[config.mk]
export PLATFORM = sky130hd
export DESIGN_NAME = branch_resolve_flat
export DESIGN_NICKNAME = d
export VERILOG_FILES = /design/src/rtl/branch_resolve_pkg.sv /design/src/rtl/branch_resolve_if.sv /design/src/rtl/branch_resolve_sat_counter.sv /design/src/rtl/branch_resolve.sv /design/src/flat_wrapper.sv
export SDC_FILE = /design/constraint.sdc
export NUM_CORES = 1
export LEC_CHECK = 0
export CAP_MARGIN = 30
export CORE_MARGIN = 8
export CORE_UTILIZATION = 43
export CTS_BUF_LIST = sky130_fd_sc_hd__clkbuf_4
export CTS_CLUSTER_SIZE = 14
export DETAILED_ROUTE_END_ITERATION = 10
export PLACE_DENSITY = 0.88
export SLEW_MARGIN = 20
export SYNTH_ARGS = -nofsm -noshare
export SYNTH_HDL_FRONTEND = slang
export SYNTH_SLANG_ARGS = --single-unit
[constraint.sdc]
create_clock -name clk -period 2.38 [get_ports clk]
set_input_delay 0.357 -clock clk [delete_from_list [all_inputs] [get_ports clk]]
set_output_delay 0.357 -clock clk [all_outputs]
set_load 0.01 [all_outputs]
[src/rtl/branch_resolve_pkg.sv]
`default_nettype none
// ============================================================================
// Module      : branch_resolve_pkg
// Description : Shared pipeline definitions for the branch resolve stage:
//               FSM state encoding, default datapath width, and the BEQ/BNE
//               opcode-class constants that decode also uses.
// Revision    : 1.0 - initial release
// ============================================================================
package branch_resolve_pkg;

    // Default datapath / PC width
    localparam int unsigned C_DEFAULT_WIDTH = 32;

    // Conditional branch opcode class and funct3 selectors
    localparam logic [6:0] C_OPC_BRANCH = 7'b1100011;
    localparam logic [2:0] C_F3_BEQ     = 3'b000;
    localparam logic [2:0] C_F3_BNE     = 3'b001;

    // Resolve-stage FSM encoding
    typedef enum logic [0:0] {
        BR_IDLE     = 1'b0,
        BR_REDIRECT = 1'b1
    } br_state_e;

    // Resolved direction of a BEQ/BNE given the zero-detector output.
    // With both class bits set the result is meaningless; callers gate it.
    function automatic logic f_branch_taken(input logic beq,
                                            input logic bne,
                                            input logic zero);
        return (beq & zero) | (bne & ~zero);
    endfunction

endpackage : branch_resolve_pkg
`default_nettype wire

[src/rtl/branch_resolve_if.sv]
`default_nettype none
// ============================================================================
// Module      : branch_resolve_if
// Description : EX-side inputs and EX/MEM / fetch-redirect outputs of the
//               branch resolve stage. The stage itself uses the slave view.
// Revision    : 1.0 - initial release
// ============================================================================
interface branch_resolve_if
    import branch_resolve_pkg::*;
#(
    parameter int unsigned WIDTH     = C_DEFAULT_WIDTH,
    parameter int unsigned CNT_WIDTH = 16
);
    // EX stage inputs
    logic                 ex_valid;
    logic                 ex_beq;
    logic                 ex_bne;
    logic                 ex_zero;
    logic [WIDTH-1:0]     ex_target;
    logic [WIDTH-1:0]     ex_pc_plus4;
    logic                 ex_pred_taken;
    logic                 mem_stall;

    // Stage outputs
    logic                 mem_valid;
    logic                 mem_taken;
    logic                 redirect;
    logic [WIDTH-1:0]     redirect_pc;
    logic                 flush_ifid;
    logic                 flush_idex;
    logic [CNT_WIDTH-1:0] br_count;
    logic [CNT_WIDTH-1:0] mispred_count;

    modport master (
        output ex_valid, ex_beq, ex_bne, ex_zero, ex_target, ex_pc_plus4,
               ex_pred_taken, mem_stall,
        input  mem_valid, mem_taken, redirect, redirect_pc, flush_ifid,
               flush_idex, br_count, mispred_count
    );

    modport slave (
        input  ex_valid, ex_beq, ex_bne, ex_zero, ex_target, ex_pc_plus4,
               ex_pred_taken, mem_stall,
        output mem_valid, mem_taken, redirect, redirect_pc, flush_ifid,
               flush_idex, br_count, mispred_count
    );

endinterface : branch_resolve_if
`default_nettype wire

[src/rtl/branch_resolve_sat_counter.sv]
`default_nettype none
// ============================================================================
// Module      : sat_counter
// Description : Up-counter that sticks at all-ones instead of wrapping.
// Revision    : 1.0 - initial release
// ============================================================================
module sat_counter #(
    parameter int unsigned CNT_WIDTH = 16
) (
    input  wire logic                 clk,
    input  wire logic                 reset_n,
    input  wire logic                 inc,
    output logic      [CNT_WIDTH-1:0] count
);

    logic [CNT_WIDTH-1:0] r_count;

    // Count requested events, holding once the maximum is reached
    always_ff @(posedge clk or negedge reset_n) begin
        if (!reset_n) begin
            r_count <= '0;
        end else if (inc && (r_count != {CNT_WIDTH{1'b1}})) begin
            r_count <= r_count + 1'b1;
        end
    end

    assign count = r_count;

endmodule : sat_counter
`default_nettype wire

[src/rtl/branch_resolve.sv]
`default_nettype none
// ============================================================================
// Module      : branch_resolve
// Description : EX/MEM stage register that resolves BEQ/BNE against the
//               fetch-time static prediction, issues a one-cycle redirect and
//               pipeline flush on a misprediction, squashes the wrong-path
//               instruction behind it, and keeps saturating branch counters.
// Revision    : 1.0 - initial release
// ============================================================================
module branch_resolve
    import branch_resolve_pkg::*;
#(
    parameter int unsigned WIDTH     = C_DEFAULT_WIDTH,
    parameter int unsigned CNT_WIDTH = 16
) (
    input  wire logic        clk,
    input  wire logic        reset_n,
    branch_resolve_if.slave  bus
);

    br_state_e            r_state;
    br_state_e            w_state_next;

    logic                 r_mem_valid;
    logic                 r_mem_taken;
    logic [WIDTH-1:0]     r_redirect_pc;

    logic                 w_is_br;
    logic                 w_taken;
    logic                 w_mispred;
    logic                 w_advance;
    logic                 w_squash;
    logic                 w_redirect;
    logic                 w_br_inc;
    logic                 w_mis_inc;
    logic [CNT_WIDTH-1:0] w_br_count;
    logic [CNT_WIDTH-1:0] w_mis_count;

    // BEQ and BNE together is an illegal encoding and is treated as a
    // non-branch, so it can neither count nor redirect.
    assign w_is_br   = bus.ex_beq ^ bus.ex_bne;
    assign w_taken   = f_branch_taken(bus.ex_beq, bus.ex_bne, bus.ex_zero);
    assign w_mispred = bus.ex_valid & w_is_br & (w_taken != bus.ex_pred_taken);
    assign w_advance = ~bus.mem_stall;

    // A squashed (wrong-path) instruction is neither counted nor allowed to
    // redirect; mispredicts are only accepted from IDLE.
    assign w_br_inc  = w_advance & bus.ex_valid & w_is_br & ~w_squash;
    assign w_mis_inc = w_advance & (r_state == BR_IDLE) & w_mispred;

    // FSM state register
    always_ff @(posedge clk or negedge reset_n) begin
        if (!reset_n) begin
            r_state <= BR_IDLE;
        end else begin
            r_state <= w_state_next;
        end
    end

    // Next state and Moore redirect/squash outputs
    always_comb begin
        w_state_next = r_state;
        w_redirect   = 1'b0;
        w_squash     = 1'b0;
        case (r_state)
            BR_IDLE: begin
                if (w_mis_inc) begin
                    w_state_next = BR_REDIRECT;
                end
            end
            BR_REDIRECT: begin
                w_redirect = 1'b1;
                w_squash   = 1'b1;
                // Stay put under a stall so fetch keeps seeing the redirect
                if (w_advance) begin
                    w_state_next = BR_IDLE;
                end
            end
            default: begin
                w_state_next = BR_IDLE;
            end
        endcase
    end

    // EX/MEM stage register; holds completely while MEM stalls
    always_ff @(posedge clk or negedge reset_n) begin
        if (!reset_n) begin
            r_mem_valid <= 1'b0;
            r_mem_taken <= 1'b0;
        end else if (w_advance) begin
            r_mem_valid <= bus.ex_valid & ~w_squash;
            r_mem_taken <= w_taken & w_is_br;
        end
    end

    // Corrected fetch PC, captured together with the mispredict
    always_ff @(posedge clk or negedge reset_n) begin
        if (!reset_n) begin
            r_redirect_pc <= '0;
        end else if (w_mis_inc) begin
            r_redirect_pc <= w_taken ? bus.ex_target : bus.ex_pc_plus4;
        end
    end

    sat_counter #(
        .CNT_WIDTH (CNT_WIDTH)
    ) u_br_cnt (
        .clk     (clk),
        .reset_n (reset_n),
        .inc     (w_br_inc),
        .count   (w_br_count)
    );

    sat_counter #(
        .CNT_WIDTH (CNT_WIDTH)
    ) u_mis_cnt (
        .clk     (clk),
        .reset_n (reset_n),
        .inc     (w_mis_inc),
        .count   (w_mis_count)
    );

    assign bus.mem_valid     = r_mem_valid;
    assign bus.mem_taken     = r_mem_taken;
    assign bus.redirect      = w_redirect;
    assign bus.redirect_pc   = r_redirect_pc;
    assign bus.flush_ifid    = w_redirect;
    assign bus.flush_idex    = w_redirect;
    assign bus.br_count      = w_br_count;
    assign bus.mispred_count = w_mis_count;

endmodule : branch_resolve
`default_nettype wire

[src/flat_wrapper.sv]
// flat-port wrapper written by rule: the top's interface ports become plain ports
module branch_resolve_flat import branch_resolve_pkg::*;
#(
    parameter int unsigned WIDTH     = C_DEFAULT_WIDTH,
    parameter int unsigned CNT_WIDTH = 16
)
  (clk, reset_n, bus_ex_valid, bus_ex_beq, bus_ex_bne, bus_ex_zero, bus_ex_target, bus_ex_pc_plus4, bus_ex_pred_taken, bus_mem_stall, bus_mem_valid, bus_mem_taken, bus_redirect, bus_redirect_pc, bus_flush_ifid, bus_flush_idex, bus_br_count, bus_mispred_count);
  branch_resolve_if #(.WIDTH(WIDTH), .CNT_WIDTH(CNT_WIDTH)) bus_i ();
  input  wire logic clk;
  input  wire logic reset_n;
  input wire logic [$bits(bus_i.ex_valid)-1:0] bus_ex_valid;
  input wire logic [$bits(bus_i.ex_beq)-1:0] bus_ex_beq;
  input wire logic [$bits(bus_i.ex_bne)-1:0] bus_ex_bne;
  input wire logic [$bits(bus_i.ex_zero)-1:0] bus_ex_zero;
  input wire logic [$bits(bus_i.ex_target)-1:0] bus_ex_target;
  input wire logic [$bits(bus_i.ex_pc_plus4)-1:0] bus_ex_pc_plus4;
  input wire logic [$bits(bus_i.ex_pred_taken)-1:0] bus_ex_pred_taken;
  input wire logic [$bits(bus_i.mem_stall)-1:0] bus_mem_stall;
  output wire logic [$bits(bus_i.mem_valid)-1:0] bus_mem_valid;
  output wire logic [$bits(bus_i.mem_taken)-1:0] bus_mem_taken;
  output wire logic [$bits(bus_i.redirect)-1:0] bus_redirect;
  output wire logic [$bits(bus_i.redirect_pc)-1:0] bus_redirect_pc;
  output wire logic [$bits(bus_i.flush_ifid)-1:0] bus_flush_ifid;
  output wire logic [$bits(bus_i.flush_idex)-1:0] bus_flush_idex;
  output wire logic [$bits(bus_i.br_count)-1:0] bus_br_count;
  output wire logic [$bits(bus_i.mispred_count)-1:0] bus_mispred_count;
  assign bus_i.ex_valid = bus_ex_valid;
  assign bus_i.ex_beq = bus_ex_beq;
  assign bus_i.ex_bne = bus_ex_bne;
  assign bus_i.ex_zero = bus_ex_zero;
  assign bus_i.ex_target = bus_ex_target;
  assign bus_i.ex_pc_plus4 = bus_ex_pc_plus4;
  assign bus_i.ex_pred_taken = bus_ex_pred_taken;
  assign bus_i.mem_stall = bus_mem_stall;
  assign bus_mem_valid = bus_i.mem_valid;
  assign bus_mem_taken = bus_i.mem_taken;
  assign bus_redirect = bus_i.redirect;
  assign bus_redirect_pc = bus_i.redirect_pc;
  assign bus_flush_ifid = bus_i.flush_ifid;
  assign bus_flush_idex = bus_i.flush_idex;
  assign bus_br_count = bus_i.br_count;
  assign bus_mispred_count = bus_i.mispred_count;
  branch_resolve #(.WIDTH(WIDTH), .CNT_WIDTH(CNT_WIDTH)) u_core (.clk(clk), .reset_n(reset_n), .bus(bus_i));
endmodule
# Word-level counts from Yosys, hierarchy flattened

Index checks and enable logic that the tools add are counted.

$add $sub $neg: 2
Equality and inequality tests: 3
Multiplexer cells: 5
Bitwise gates (word level): 17
Reduce and logical (&&, ||, !) cells: 2

Operators with widths:

| kind                                          | number |
|---|---|
| adder 16 x 1 -> 16 bit, second input constant | 2 |
| 2-to-1 mux 32 bit                             | 1 |
| inequality test 16 bit, second input constant | 2 |
| bitwise AND 1 bit                             | 11 |
| inverter 1 bit                                | 4 |
| 2-to-1 mux 1 bit                              | 3 |
| logical AND 1 bit                             | 2 |
| one-hot mux 1 bit (2 select lines)            | 1 |
| inequality test 1 bit                         | 1 |
| OR 1 bit                                      | 1 |
| XOR 1 bit                                     | 1 |

Flip-flop bits (word level): 67
Bits of input ports: 72

# Depth between registers and ports, before layout

Depth after elaboration: 8
Mapped depth: 7
Gate-level depth less buffers: 6

# Hierarchy

A second synthesis with hierarchy kept.

Cells, all modules: 389
Area total of the unflattened synthesis: 3981.3 um^2

Modules (own cells, without submodules):

| module         | instances | cells an instance | area each (um^2) | sequential area each (um^2) |
|---|---|---|---|---|
| branch_resolve | 1         | 245               | 2262.2           | 875.8 |
| sat_counter    | 2         | 72                | 859.6            | 400.4 |

# Least setup slack after synthesis

Ideal clock, no wire load.

Path kind: register -> register
From: register u_core.r_state
To: register u_core.u_mis_cnt.r_count[12], in the netlist u_core.u_mis_cnt.count[12]
Library setup time: 128 ps
Arrival: 1880 ps
Data required time: 2252 ps
Setup slack: 372 ps
Stages on the path, launching flop included: 7
Clock period less this slack: 2008 ps
Cell sequence: dfrtp_1 nor3b_1 nand2_1 or2_1 buf_2 nor4_2 mux2_1

Cells in the longest elaborated chain, start to end: 4

Ends and longest elaborated chain:

| element                        | line                             | RTL |
|---|---|---|
| start, declared                | branch_resolve.sv:21             | `br_state_e r_state;` |
| start signal, assigned         | branch_resolve.sv:56             | `r_state <= w_state_next;` |
| inverter 1 bit                 | branch_resolve.sv:49             | `assign w_mis_inc = w_advance & (r_state == BR_IDLE) & w_mispred;` |
| bitwise AND 1 bit (2 in a row) | branch_resolve.sv:49             |  |
| logical AND 1 bit              | branch_resolve_sat_counter.sv:22 | `end else if (inc && (r_count != {CNT_WIDTH{1'b1}})) begin` |
| end signal, assigned           | branch_resolve_sat_counter.sv:23 | `r_count <= r_count + 1'b1;` |
| end, declared                  | branch_resolve_sat_counter.sv:16 | `logic [CNT_WIDTH-1:0] r_count;` |

No other way between the ends.
A chain may end at the register's enable or synchronous reset.

# Worst setup path after layout

From: input bus_ex_zero
To: register u_core.u_mis_cnt.r_count[12], in the netlist u_core.u_mis_cnt.count[12]

Cells in the longest elaborated chain, start to end: 7

Ends and longest elaborated chain:

| element                   | line                             | RTL |
|---|---|---|
| start, declared           | flat_wrapper.sv:14               | `input wire logic [$bits(bus_i.ex_zero)-1:0] bus_ex_zero;` |
| inverter 1 bit            | branch_resolve_pkg.sv:30         | `return (beq & zero) \| (bne & ~zero);` |
| bitwise AND 1 bit         | branch_resolve_pkg.sv:30         |  |
| OR 1 bit (*)              | branch_resolve_pkg.sv:30         |  |
| inequality test 1 bit (*) | branch_resolve.sv:43             | `assign w_mispred = bus.ex_valid & w_is_br & (w_taken != bus.ex_pred_taken);` |
| bitwise AND 1 bit (*)     | branch_resolve.sv:43             |  |
| bitwise AND 1 bit (*)     | branch_resolve.sv:49             |  |
| logical AND 1 bit (*)     | branch_resolve_sat_counter.sv:22 |  |

Every way passes the cells marked *; elsewhere a longest branch is shown, timed or not.

==> flow_results.xml <==
<?xml version="1.0" encoding="UTF-8"?>
<metrics>
  <group name="outcome">
    <metric name="status" unit="">finished, final reports clean</metric>
  </group>
  <group name="floorplanning">
    <metric name="die_height" unit="um">101</metric>
    <metric name="width_of_the_die" unit="um">101</metric>
    <metric name="io_pins" unit="">141</metric>
    <metric name="initial_core_util" unit="%">43.6</metric>
    <metric name="floorplan.rows" unit="">31</metric>
    <metric name="dieArea" unit="sq um">10200</metric>
    <metric name="placeableCoreArea" unit="sq um">7100</metric>
  </group>
  <group name="timing">
    <metric name="tns" unit="ns">0</metric>
    <metric name="worst_pin_slew" unit="ns">0.725</metric>
    <metric name="fmaxAchievable" unit="MHz">484</metric>
    <metric name="finalHoldViolations" unit="">0</metric>
    <metric name="timing_max_transition_violations_final" unit="">0</metric>
    <metric name="worst_clock_skew" unit="ns">0.0122</metric>
    <metric name="finalHoldWorstSlack" unit="ns">0.0116</metric>
    <metric name="setup_violations" unit="">0</metric>
    <metric name="final.period_utilization" unit="%">86.8</metric>
    <metric name="slew-limit-headroom" unit="%">51.7</metric>
    <metric name="fin_crit" unit="ns">2.07</metric>
    <metric name="grt_setup_unrepaired" unit="">false</metric>
  </group>
  <group name="clocking">
    <metric name="cts-hold-fix-buffers" unit="">0</metric>
    <metric name="clock_latency" unit="ns">0.39</metric>
    <metric name="clock_tree.buffer_depth" unit="">2</metric>
    <metric name="total_clock_buffers_created_by_cts" unit="">9</metric>
    <metric name="clkSinkCount" unit="">67</metric>
    <metric name="htreeDepth" unit="">3</metric>
    <metric name="tritoncts" unit="">built</metric>
    <metric name="postCtsResizedCells" unit="">0</metric>
    <metric name="post-cts-setup-buffers" unit="">0</metric>
    <metric name="cts-root-buf" unit="">sky130_fd_sc_hd__clkbuf_4</metric>
    <metric name="cts.clk_slew.worst_paths" unit="ns">0.10</metric>
  </group>
  <group name="global_routing">
    <metric name="grt_first_pass_wirelength" unit="um">13900</metric>
    <metric name="antenna_violations_before_repair" unit="">0</metric>
    <metric name="gr-total-overflow" unit="">0</metric>
    <metric name="grt_pass1_vias" unit="">2834</metric>
    <metric name="grt_max_degree" unit="">42</metric>
    <metric name="track_usage" unit="%">17.3</metric>
  </group>
  <group name="layout">
    <metric name="final_nets" unit="">509</metric>
    <metric name="nFillCells" unit="">566</metric>
    <metric name="fraction_of_final_layout_cells_sized_beyond_drive_strength_1" unit="%">5.92</metric>
    <metric name="post-route-util" unit="%">66.7</metric>
    <metric name="antennaDiodeCount" unit="">0</metric>
    <metric name="fin_area" unit="sq um">4730</metric>
    <metric name="layout-area-overhead-vs-synth" unit="%">52.9</metric>
  </group>
  <group name="logic_synthesis">
    <metric name="synthesis.instances" unit="">289</metric>
    <metric name="synth.ff_latch_count" unit="">67</metric>
    <metric name="ys_top_cells_by_area" unit="">sky130_fd_sc_hd__dfrtp_1 54%, sky130_fd_sc_hd__mux2i_1 10%, sky130_fd_sc_hd__nand2_1 5.9%, sky130_fd_sc_hd__o21ai_1 5.2%, sky130_fd_sc_hd__xnor2_1 4.2%</metric>
    <metric name="synthesis.area_per_instance" unit="sq um">10.7</metric>
    <metric name="synth.yosys.warnings" unit="">0</metric>
    <metric name="mappedNetlistNets" unit="">363</metric>
    <metric name="post_synth_edffs" unit="">0</metric>
    <metric name="ys_top_cells_by_count" unit="">67 x sky130_fd_sc_hd__dfrtp_1, 49 x sky130_fd_sc_hd__nand2_1, 32 x sky130_fd_sc_hd__mux2i_1, 32 x sky130_fd_sc_hd__o21ai_1, 15 x sky130_fd_sc_hd__xnor2_1</metric>
    <metric name="synth-seq-area-share" unit="%">54.1</metric>
    <metric name="postSynth.asyncResetShare" unit="%">100</metric>
    <metric name="portion_of_synthesized_cell_area_occupied_by_the_leading_cell_type" unit="%">54.1</metric>
    <metric name="synth_top_flop_cell" unit="">sky130_fd_sc_hd__dfrtp_1</metric>
    <metric name="yosysTopAreaCell" unit="">sky130_fd_sc_hd__dfrtp_1</metric>
    <metric name="post-synth-top-count-cell" unit="">sky130_fd_sc_hd__dfrtp_1</metric>
    <metric name="yosysUniqueCellTypes" unit="">29</metric>
    <metric name="summed_instance_area_of_the_synthesized_netlist" unit="sq um">3100</metric>
  </group>
  <group name="critical_path">
    <metric name="critPathKind" unit="">in -&gt; reg</metric>
    <metric name="start_kind" unit="">input pin</metric>
    <metric name="critical-path-slowest-cell" unit="">sky130_fd_sc_hd__clkdlybuf4s50_1</metric>
    <metric name="r2r_cells" unit="">5</metric>
    <metric name="worst-endpoint-required" unit="ns">2.65</metric>
    <metric name="end_kind" unit="">register</metric>
    <metric name="timing.rr.end" unit="">u_core.u_mis_cnt.count[12]</metric>
    <metric name="worst-endpoint-arrival" unit="ns">2.34</metric>
    <metric name="cp_slowest_stage_delay" unit="ns">0.57</metric>
    <metric name="regToRegStartpoint" unit="">u_core.r_state</metric>
    <metric name="path_cells" unit="">clkdlybuf4s50_1 &gt; mux2i_4 &gt; xor2_1 &gt; or2_2 &gt; nor4_2 &gt; mux2_1</metric>
    <metric name="rrSetupSlack" unit="ns">0.37</metric>
    <metric name="timing.critical_path.fanout_max" unit="">3</metric>
  </group>
  <group name="place">
    <metric name="detailed_place.area" unit="sq um">4640</metric>
    <metric name="buffer_ports.inserted" unit="">140</metric>
    <metric name="dp.final_hpwl" unit="um">6730</metric>
    <metric name="place.gp.congestion" unit="">0.868</metric>
  </group>
  <group name="routing">
    <metric name="met3_length" unit="um">658</metric>
    <metric name="detailedRoute.firstPassIterationCount" unit="">4</metric>
    <metric name="drt.antenna.violating_nets" unit="">0</metric>
    <metric name="post_drt_wl_per_cell" unit="um">15.8</metric>
    <metric name="viasPerCell" unit="">4.96</metric>
    <metric name="drc" unit="">0</metric>
    <metric name="topRoutingLayerUsed" unit="">met4</metric>
    <metric name="route.layer.met1.wl" unit="um">3340</metric>
    <metric name="met2_length" unit="um">4370</metric>
    <metric name="total_length_of_routed_wires" unit="um">8480</metric>
    <metric name="via_count" unit="">2670</metric>
    <metric name="drt-initial-drc-count" unit="">50</metric>
  </group>
  <group name="run">
    <metric name="max_cap_violations" unit="">0</metric>
  </group>
  <group name="worst_hold_path">
    <metric name="hp-class" unit="">in -&gt; async</metric>
  </group>
  <group name="power">
    <metric name="worst_ir_drop_on_vdd" unit="V">0.000540</metric>
    <metric name="power_per_cell_area" unit="nW/um^2">700</metric>
    <metric name="power.static_leakage" unit="nW">2.13</metric>
  </group>
</metrics>
==> worst max-delay path: cells and delay by family <==
family / cells / cell delay, ns
xor+xnor: 1 / 0.11
simple gates: 2 / 0.65
mux: 2 / 0.64
buf+inv: 1 / 0.57
==> kinds of logic (layout without fill, tap and decap cells) <==
group	count (synthesis)	count (layout)	synth area share [%]
AOI/OAI and AO/OA	39	39	6.75
xor gates and xnor gates	28	28	7.92
adders and majority gates	2	2	0.808
buffers and inverters	14	164	2.18
DFF	67	67	54.1
muxes	38	38	12.6
and+or+nand+nor	101	101	15.6
==> flip-flops by register name, indices dropped and copies added, names as in the netlist <==
register / flops
u_core.u_mis_cnt.count: 16
u_core.bus.redirect_pc: 32
u_core.bus.mem_taken: 1
u_core.bus.mem_valid: 1
u_core.u_br_cnt.count: 16
u_core.r_state: 1
==> area by class of cell <==
type	count	area (sq um)	area share [%]
Tap cell	99	124	2.62
Clock inverter	5	21.3	0.449
Timing Repair Buffer	149	1480	31.2
Multi-Input combinational cell	208	1360	28.8
Clock buffer	10	75.1	1.59
Sequential cell	67	1680	35.4
==> worst max path at each step <==
stage / from / end / slack (ns) / cells past startpoint
after floorplan: u_core.r_state / u_core.u_mis_cnt.count[12] / 0.37 / 6
after CTS: bus_ex_zero / u_core.u_mis_cnt.count[12] / 0.37 / 6
final: bus_ex_zero / u_core.u_mis_cnt.count[12] / 0.31 / 6
after detailed placement: bus_ex_zero / u_core.u_mis_cnt.count[12] / -0.05 / 6
after global placement: bus_ex_zero / u_core.u_mis_cnt.count[12] / 0.06 / 6
after global routing: u_core.r_state / u_core.u_mis_cnt.count[12] / 0.28 / 5
==> power breakdown <==
group | internal (W) | leakage, nW | switching [W]
clock | 0.000208 | 0.0585 | 0.000371
sequential | 0.00138 | 0.873 | 0.000188
combinational | 0.000691 | 1.20 | 0.000477
total | 0.00228 | 2.13 | 0.00104
==> per-stage QoR <==
step | total power, W | setup WS [ns] | instances
floorplan | 0.00200 | 0.372 | 289
global placement | 0.00273 | 0.0628 | 523
global route | 0.00354 | 0.276 | 538
detailed placement | 0.00278 | -0.0535 | 523
CTS | 0.00336 | 0.367 | 538
finish | 0.00332 | 0.314 | 538
==> cell usage in the layout, fill, tap and decap left out, types with 8 or more instances in the layout <==
master,netlist,layout
sky130_fd_sc_hd__and3_1,10,10
sky130_fd_sc_hd__buf_4,2,8
sky130_fd_sc_hd__clkbuf_4,0,10
sky130_fd_sc_hd__clkdlybuf4s50_1,0,139
sky130_fd_sc_hd__dfrtp_1,67,67
sky130_fd_sc_hd__mux2i_1,32,32
sky130_fd_sc_hd__nand2_1,49,49
sky130_fd_sc_hd__nand3_1,10,10
sky130_fd_sc_hd__nand4_1,9,9
sky130_fd_sc_hd__nor2_1,10,10
sky130_fd_sc_hd__o21ai_1,32,32
sky130_fd_sc_hd__xnor2_1,15,15
sky130_fd_sc_hd__xor2_1,13,13
==> layer usage <==
layer / global-route usage, % / vias up
li1: - / 1292
met5: 0 / -
met1: 19.0 / 1266
met4: 7.33 / 0
met3: 5.80 / 10
met2: 29.5 / 102
No activity file was read; power rests on OpenSTA's default activity.
